[src/rtl/aes128_pkg.sv]
// Shared AES-128 definitions: key-schedule state encoding, round constants,
// and the word-level helpers used by key expansion.
package aes128_pkg;

   localparam int NR       = 10;
   localparam int RK_DEPTH = NR + 1;

   typedef enum logic [1:0] {
      ST_IDLE   = 2'd0,
      ST_EXPAND = 2'd1,
      ST_READY  = 2'd2
   } ks_state_t;

   // Round constants for rounds 1..10; element 9 is round 1.
   localparam logic [9:0][7:0] RCON = {
      8'h01, 8'h02, 8'h04, 8'h08, 8'h10,
      8'h20, 8'h40, 8'h80, 8'h1b, 8'h36
   };

   function automatic logic [7:0] xtime(input logic [7:0] b);
      return {b[6:0], 1'b0} ^ (b[7] ? 8'h1b : 8'h00);
   endfunction

   function automatic logic [7:0] rcon_at(input logic [3:0] round);
      if (round >= 4'd1 && round <= 4'd10) begin
         return RCON[4'd10 - round];
      end
      return 8'h00;
   endfunction

   function automatic logic [31:0] rot_word(input logic [31:0] w);
      return {w[23:0], w[31:24]};
   endfunction

   // One round of the schedule given SubWord(RotWord(w3)) already computed.
   function automatic logic [127:0] key_step(input logic [127:0] prev,
                                             input logic [31:0]  sub_rot,
                                             input logic [7:0]   rc);
      logic [31:0] w0, w1, w2, w3;
      w0 = prev[127:96] ^ sub_rot ^ {rc, 24'h0};
      w1 = prev[95:64] ^ w0;
      w2 = prev[63:32] ^ w1;
      w3 = prev[31:0] ^ w2;
      return {w0, w1, w2, w3};
   endfunction

endpackage

[src/rtl/aes_sbox.sv]
// Forward AES S-box, one byte, purely combinational lookup.
module aes_sbox (
   input  logic [7:0] value,
   output logic [7:0] subst
);

   localparam logic [2047:0] SBOX_TABLE = {
      128'h637c777bf26b6fc53001672bfed7ab76,
      128'hca82c97dfa5947f0add4a2af9ca472c0,
      128'hb7fd9326363ff7cc34a5e5f171d83115,
      128'h04c723c31896059a071280e2eb27b275,
      128'h09832c1a1b6e5aa0523bd6b329e32f84,
      128'h53d100ed20fcb15b6acbbe394a4c58cf,
      128'hd0efaafb434d338545f9027f503c9fa8,
      128'h51a3408f929d38f5bcb6da2110fff3d2,
      128'hcd0c13ec5f974417c4a77e3d645d1973,
      128'h60814fdc222a908846eeb814de5e0bdb,
      128'he0323a0a4906245cc2d3ac629195e479,
      128'he7c8376d8dd54ea96c56f4ea657aae08,
      128'hba78252e1ca6b4c6e8dd741f4bbd8b8a,
      128'h703eb5664803f60e613557b986c11d9e,
      128'he1f8981169d98e949b1e87e9ce5528df,
      128'h8ca1890dbfe6426841992d0fb054bb16
   };

   // Entry 0 sits in the top byte, so the bit offset is 8*(255-value) = {~value,000}.
   logic [10:0] base;
   assign base  = {~value, 3'b000};
   assign subst = SBOX_TABLE[base +: 8];

endmodule

[src/rtl/aes128_key_sched.sv]
// Iterative AES-128 key expansion: one round key per clock, all eleven kept
// in a register file so the cipher core can walk them in either direction.
module aes128_key_sched #(
   parameter int NR     = aes128_pkg::NR,
   parameter int RD_REG = 1
) (
   input  logic         clk,
   input  logic         rst,
   input  logic [127:0] key_in,
   input  logic         key_load,
   output logic         busy,
   output logic         key_ready,
   input  logic [3:0]   rk_idx,
   output logic [127:0] rk_out
);

   import aes128_pkg::*;

   ks_state_t    state;
   logic [3:0]   ctr;
   logic [7:0]   rcon;
   logic [127:0] rk [NR+1];

   logic [127:0] prev_key;
   logic [31:0]  rot;
   logic [31:0]  sub;
   logic [127:0] next_key;
   logic [127:0] rd_key;

   // Select the previously generated round key as the expansion source.
   always_comb begin
      prev_key = '0;
      if (ctr != 4'd0 && ctr <= 4'(NR)) begin
         prev_key = rk[ctr - 4'd1];
      end
   end

   assign rot = rot_word(prev_key[31:0]);

   for (genvar b = 0; b < 4; b++) begin : g_subword
      aes_sbox u_sbox (
         .value (rot[8*b +: 8]),
         .subst (sub[8*b +: 8])
      );
   end

   assign next_key = key_step(prev_key, sub, rcon);

   // Control FSM, round counter, rcon register and round-key storage.
   always_ff @(posedge clk) begin
      if (!rst) begin
         state     <= ST_IDLE;
         busy      <= 1'b0;
         key_ready <= 1'b0;
         ctr       <= 4'd0;
         rcon      <= 8'h01;
         for (int i = 0; i <= NR; i++) begin
            rk[i] <= '0;
         end
      end else begin
         case (state)
            ST_IDLE, ST_READY: begin
               if (key_load) begin
                  rk[0]     <= key_in;
                  ctr       <= 4'd1;
                  rcon      <= 8'h01;
                  state     <= ST_EXPAND;
                  busy      <= 1'b1;
                  key_ready <= 1'b0;
               end
            end
            ST_EXPAND: begin
               rk[ctr] <= next_key;
               ctr     <= ctr + 4'd1;
               rcon    <= xtime(rcon);
               if (ctr == 4'(NR)) begin
                  state     <= ST_READY;
                  busy      <= 1'b0;
                  key_ready <= 1'b1;
               end
            end
            default: begin
               state     <= ST_IDLE;
               busy      <= 1'b0;
               key_ready <= 1'b0;
            end
         endcase
      end
   end

   // Read mux; indices past the last round key return zero.
   always_comb begin
      rd_key = '0;
      if (rk_idx <= 4'(NR)) begin
         rd_key = rk[rk_idx];
      end
   end

   if (RD_REG != 0) begin : g_rd_reg
      // Registered read port: one edge of latency from rk_idx to rk_out.
      always_ff @(posedge clk) begin
         if (!rst) begin
            rk_out <= '0;
         end else begin
            rk_out <= rd_key;
         end
      end
   end else begin : g_rd_comb
      assign rk_out = rd_key;
   end

endmodule

[config.mk]
export PLATFORM = sky130hd
export DESIGN_NAME = aes128_key_sched
export DESIGN_NICKNAME = d
export VERILOG_FILES = /design/src/rtl/aes128_pkg.sv /design/src/rtl/aes_sbox.sv /design/src/rtl/aes128_key_sched.sv
export SDC_FILE = /design/constraint.sdc
export NUM_CORES = 2
export LEC_CHECK = 0
export BUFFER_PORTS_ARGS = -buffer_cell sky130_fd_sc_hd__buf_4
export CAP_MARGIN = 20
export CORE_MARGIN = 3
export CORE_UTILIZATION = 38
export CTS_BUF_LIST = sky130_fd_sc_hd__clkbuf_16
export DETAILED_ROUTE_END_ITERATION = 10
export GPL_TIMING_DRIVEN = 0
export PLACE_DENSITY = 0.51
export REMOVE_ABC_BUFFERS = 1
export SLEW_MARGIN = 20
export SYNTH_ARGS = -nofsm -noshare
export SYNTH_HDL_FRONTEND = slang
export SYNTH_SLANG_ARGS = --single-unit
[constraint.sdc]
create_clock -name clk -period 25 [get_ports clk]
set_clock_uncertainty 0.1 [all_clocks]
set_input_delay 2.5 -clock clk [delete_from_list [all_inputs] [get_ports clk]]
set_output_delay 2.5 -clock clk [all_outputs]
set_load 0.03 [all_outputs]
[Word level (Yosys, flattened, before mapping)]
Memories as Yosys holds them, arrays and structs flattened. A register that Yosys moved wholly into a read port is not among the register bits.
Cells that the tools add are included.
Word-level totals
  bits in registers: 16
  bits in writable memories: 1408
  input port bits: 135
  output and inout bits: 130
  logic and storage cells: 67
  memories: 1
Operators by class
  $add $sub $neg: 2
  order comparisons: 2
  eq/ne operators: 5
  shifts and indexed selects: 4
  multiplexer cells: 27
  bitwise logic cells: 11
  reductions and logical operators: 10
Memories
  rk: words 11, bits a word 128, rd ports 2, clocked after memory_dff 1, write ports 11, line aes128_key_sched.sv:22  | logic [127:0] rk [NR+1];
Operators by type and width (number)
  variable part select 2048 x 12 -> 8 bit (first input constant): 4
  two-way mux 128 bit: 3
  bitwise XOR 32 bit: 5
  OR reduction 128 bit: 1
  NOT 8 bit: 4
  one-hot mux 8 bit (2 select lines): 1
  two-way mux 1 bit: 13
  less-or-equal comparator 4 bit (second input constant): 2
  two-way mux 4 bit: 2
  two-way mux 8 bit: 1
  one-hot mux 4 bit (2 select lines): 1
  bitwise XOR 8 x 5 -> 8 bit: 1
  AND reduction 2 bit: 3
  two-way mux 5 bit: 1
  adder 4 x 1 -> 4 bit (second input constant): 1
  == test 4 bit (second input constant): 1
  two-way mux 2 bit: 2
  inequality test 2 bit (second input constant): 2
  one-hot mux 1 bit (2 select lines): 2
  one-hot mux 2 bit (2 select lines): 1
  nonzero test 4 bit: 1
  subtractor 4 x 1 -> 4 bit (second input constant): 1
  == test 2 x 1 -> 1 bit (second input constant): 1
  == test 2 bit (second input constant): 1
  6 further kinds: 6

[Longest topological paths before layout]
  word-level depth: 11
  mapped depth: 33
  gate-level depth less buffers: 19

[Modules after synthesis]
Synthesis repeated with hierarchy kept, for this count alone.
Second synthesis, totals
  cells, all modules: 9145
  area, all modules: 123058.0 sq um
Modules (own cells, without submodules)
  aes128_key_sched: instances 1, cells each 6945, area each 108924.5 sq um, seq. area each 63080.5 sq um
  aes_sbox: instances 4, cells each 550, area each 3533.4 sq um, seq. area each 0.0 sq um

[Worst setup path after synthesis]
Ideal clock, no wire load.
  path type: input to register
  start point: in rst
  end point: mem rk[15][0] (enable)
  library setup time: 0.772 ns
  data arrival time: 12.524 ns
  data required time: 24.128 ns
  setup slack: 11.603 ns
  stages: 7
  buffers on the path: 3
  cell sequence: clkbuf_1 inv_2 nor2_1 clkbuf_1 buf_1 nand3_1 nor3_1
RTL lines
  start, declared: line aes128_key_sched.sv:8  | input logic rst,
  end, declared: line aes128_key_sched.sv:22

==> results.toml <==
[finish]
stdcell_area_sq_um = 144000
syn2layout_area_growth_pct = 17.3
multi_input_area_sq_um = 55100
instances_no_fill = 14100
area.sequential_sq_um = 63100
nets = 9772
fillers = 28800
drive_gt1_frac = 0.248

[critical_path]
endpoint_kind = "flip-flop"
crit_slowest_cell = "xnor2_1"
critPathBufInv = 5
cpPeakStageDelay_ps = 890
critPathRequiredTime_ps = 25430
reg2reg_depth = 20
worstPathArrival_ps = 11480
r2r_start = "ctr[0]"
crit_path_start_kind = "flip-flop"
cp_max_fo = 37
path_cells = "buf_16 -> inv_4 -> buf_12 -> ha_1 -> xnor2_4 -> buf_16 -> mux4_2 -> o22ai_2 -> ha_1 -> clkinv_1 -> a221oi_1 -> a211oi_1 -> o31ai_1 -> a21oi_1 -> o32ai_1 -> a2bb2oi_1 -> xor2_1 -> xnor2_2 -> xnor2_1 -> o21ai_0"
r2r_end = "rk[11][28]"
critPathKind = "flip-flop to flip-flop"
critPathTopFamily = "compound AO/OA/AOI/OAI gates"
reg2reg_slack_ps = 13950

[drt]
wirelength_um = 496000
drtAntennaViolNets = 0
drtIter0Drc = 12800
drtPass1Iterations = 7
num_vias = 93400
drcViolationCount = 0
wl_per_cell_um = 35.2
viasPerCell = 6.62

[global_route]
grt_overflow = 0
grt_pass1_vias = 93000
grt_usage = 0.292
grt_pass1_wl_um = 703000
grt_max_degree = 80
antenna_found_initial = 18

[floorplan]
fp.coreArea_sq_um = 321000
start_util = 0.382
die_w_um = 574
core.rowCount = 208
die_h_um = 574
io_pins = 265
dieArea_sq_um = 330000

[sta]
hold_viol_final = 0
rsz0062_at_grt = "false"
setup_violations = 0
period_share = 0.442
slew-limit-headroom = 0.219
setup-tns-final_ps = 0
fin_crit_ps = 11050
worstMarginPinSlew_ps = 1140
drv_slew = 0
fmax_mhz = 90.5

[power]
seqPwrFrac = 0.339
power_density_nw_per_um2 = 88.5
pwr-share-clk = 0.295
p_comb_frac = 0.366
p_int_mw = 8.01
leakage_nw = 50.2
max-vdd-ir-drop_v = 0.0000527
switching_share = 0.372
p_switching_mw = 4.74

[clocking]
cts_buffer_depth = 4
cts.sinks = 2191
h-tree-depth = 5
post_cts_buffers = 0
clock_latency_ps = 890
cts_root_buf = "clkbuf_16"
cts-resized-gates = 0
tritoncts = "built"
cts.clk_slew.worst_paths_ps = 60
cts_buffers = 267
cts_hold_buf = 0

[synthesis]
synth_area_sq_um = 123000
synth_seq_area_share = 0.514
synth_warnings = 0
syn_area_per_cell_sq_um = 12.9
synthArstFlopShare = 0
ys.flop_type = "edfxtp_1"
ys_types = 126
synth_cells = 9534
ys_ff_latch = 2191
synth-edff-count = 1920

[outcome]
outcome = "finished, final reports clean"

[run]
max_cap_viol_count = 0

[placed_design]
dp_hpwl_um = 326000
gp_congestion = 0.941
portBuffers = 264
dp.cells = 13600
dpl-instance-area_sq_um = 136000

[hold_path]
worstHoldEndpoint = "rk[10][51]"
min_path_type = "flip-flop to flip-flop"
holdCritStartpoint = "rk[10][51]"
hold_depth = 2
-- cell type report --
| type | count | share of cell area |
|---|---|---|
| Antenna cell | 10 | 0.000174 |
| Clock buffer | 282 | 0.0490 |
| Clock inverter | 200 | 0.00911 |
| Inverter | 145 | 0.00392 |
| Multi-Input combinational cell | 6240 | 0.383 |
| Sequential cell | 2191 | 0.438 |
| Tap cell | 4305 | 0.0374 |
| Timing Repair Buffer | 739 | 0.0798 |
-- worst min-delay path: cells and delay by family (launching register included) --
family | cells | cell delay, ps
flip-flops | 1 | 320
AND/OR/NAND/NOR | 1 | 50
AO/OA/AOI/OAI | 1 | 50
-- flip-flops by register name (all words and copies together), names as in the netlist --
register / cells
busy: 1
ctr: 4
key_ready: 1
rcon: 8
rk: 2048
rk_out: 128
state: 1
-- cell usage after synthesis, drive strengths merged, types with 28 or more instances --
library cell | number | area share
edfxtp | 1920 | 0.47
nor2 | 1435 | 0.044
mux4 | 1116 | 0.20
nand2 | 790 | 0.024
buf | 488 | 0.024
clkbuf | 467 | 0.014
a21oi | 348 | 0.014
o21ai | 338 | 0.014
dfxtp | 271 | 0.044
nand3 | 248 | 0.010
mux2i | 181 | 0.015
inv | 142 | 0.0043
a31oi | 141 | 0.0076
nor2b | 140 | 0.0071
nor3 | 132 | 0.0056
xnor2 | 126 | 0.0095
a211oi | 109 | 0.0069
and3 | 108 | 0.0055
o211ai | 84 | 0.0051
xor2 | 80 | 0.0060
ha | 53 | 0.0054
o311ai | 52 | 0.0039
a221oi | 50 | 0.0038
a22oi | 50 | 0.0037
nand4 | 44 | 0.0023
a311oi | 43 | 0.0032
mux2 | 33 | 0.0031
o221ai | 33 | 0.0024
o31ai | 31 | 0.0019
o22ai | 30 | 0.0020
a2bb2oi | 28 | 0.0023
-- stage by stage --
| step | total power [mW] | utilization | worst slack, ps | hold slack (ps) |
|---|---|---|---|---|
| 2_1_floorplan | 7.49 | - | -22410 | 341 |
| 3_3_place_gp | 9.70 | 0.390 | -74520 | 351 |
| 3_5_place_dp | 8.96 | 0.422 | 13870 | 358 |
| 4_1_cts | 12.7 | 0.448 | 13930 | 366 |
| 5_1_grt | 13.2 | 0.448 | 13630 | 391 |
| 6_report | 12.7 | 0.448 | 13950 | 367 |
-- cells in the final DEF (no fill, tap or decap), types with 31 or more instances in the layout --
| master | instances |
|---|---|
| mux2i_1 | 171 |
| buf_6 | 75 |
| o221ai_1 | 33 |
| nor3_1 | 122 |
| edfxtp_1 | 1920 |
| ha_1 | 52 |
| a22oi_1 | 38 |
| nor2_1 | 1424 |
| buf_4 | 322 |
| clkinv_1 | 58 |
| a31oi_1 | 135 |
| a221oi_1 | 45 |
| dfxtp_1 | 269 |
| clkinv_2 | 32 |
| buf_12 | 93 |
| buf_16 | 212 |
| o311ai_0 | 44 |
| xor2_1 | 76 |
| mux2_2 | 31 |
| clkbuf_16 | 282 |
| nand3_1 | 246 |
| nand4_1 | 43 |
| mux4_2 | 1106 |
| nor2b_1 | 140 |
| a211oi_1 | 104 |
| buf_8 | 35 |
| nand2_1 | 775 |
| o21ai_0 | 317 |
| inv_1 | 206 |
| xnor2_1 | 108 |
| a21oi_1 | 342 |
| o211ai_1 | 84 |
| and3_1 | 108 |
| a311oi_1 | 40 |
-- power groups by stage --
| stage | Combinational [mW] | Clock (mW) | Sequential [mW] |
|---|---|---|---|
| after global placement | 5.19 | 0 | 4.51 |
| final | 4.66 | 3.75 | 4.33 |
| after global routing | 4.88 | 3.97 | 4.34 |
| after CTS | 4.58 | 3.82 | 4.32 |
| after detailed placement | 4.56 | 0 | 4.40 |
| after floorplan | 3.04 | 0 | 4.45 |
-- per-layer routing --
metal  part of all wire  track usage
met1               0.39        0.395
met2               0.46        0.462
met3               0.10       0.0623
met4              0.044        0.114
met5           0.000052            0
-- cell families (layout without fill, tap and decap cells) --
kind of cell | Yosys count | in the layout | synth area share
flops | 2191 | 2191 | 0.514
other cells | 0 | 10 | 0
simple gates | 3029 | 3029 | 0.106
buf+inv | 1103 | 1366 | 0.0436
fa+ha+maj | 54 | 54 | 0.00548
compound gates | 1617 | 1617 | 0.0919
xor+xnor | 210 | 210 | 0.0162
mux | 1330 | 1330 | 0.223
-- worst max-delay path by stage --
stage | startpoint | end | slack [ps] | depth (start not counted)
2_1_floorplan | ctr[0] | rk[11][30] | -22410 | 14
3_3_place_gp | ctr[0] | rk[12][104] | -74520 | 14
3_5_place_dp | ctr[0] | rk[15][19] | 13870 | 24
4_1_cts | ctr[0] | rk[15][19] | 13930 | 24
5_1_grt | ctr[0] | rk[12][28] | 13630 | 20
6_report | ctr[0] | rk[11][28] | 13950 | 20
(Power assumes the default switching activity.)
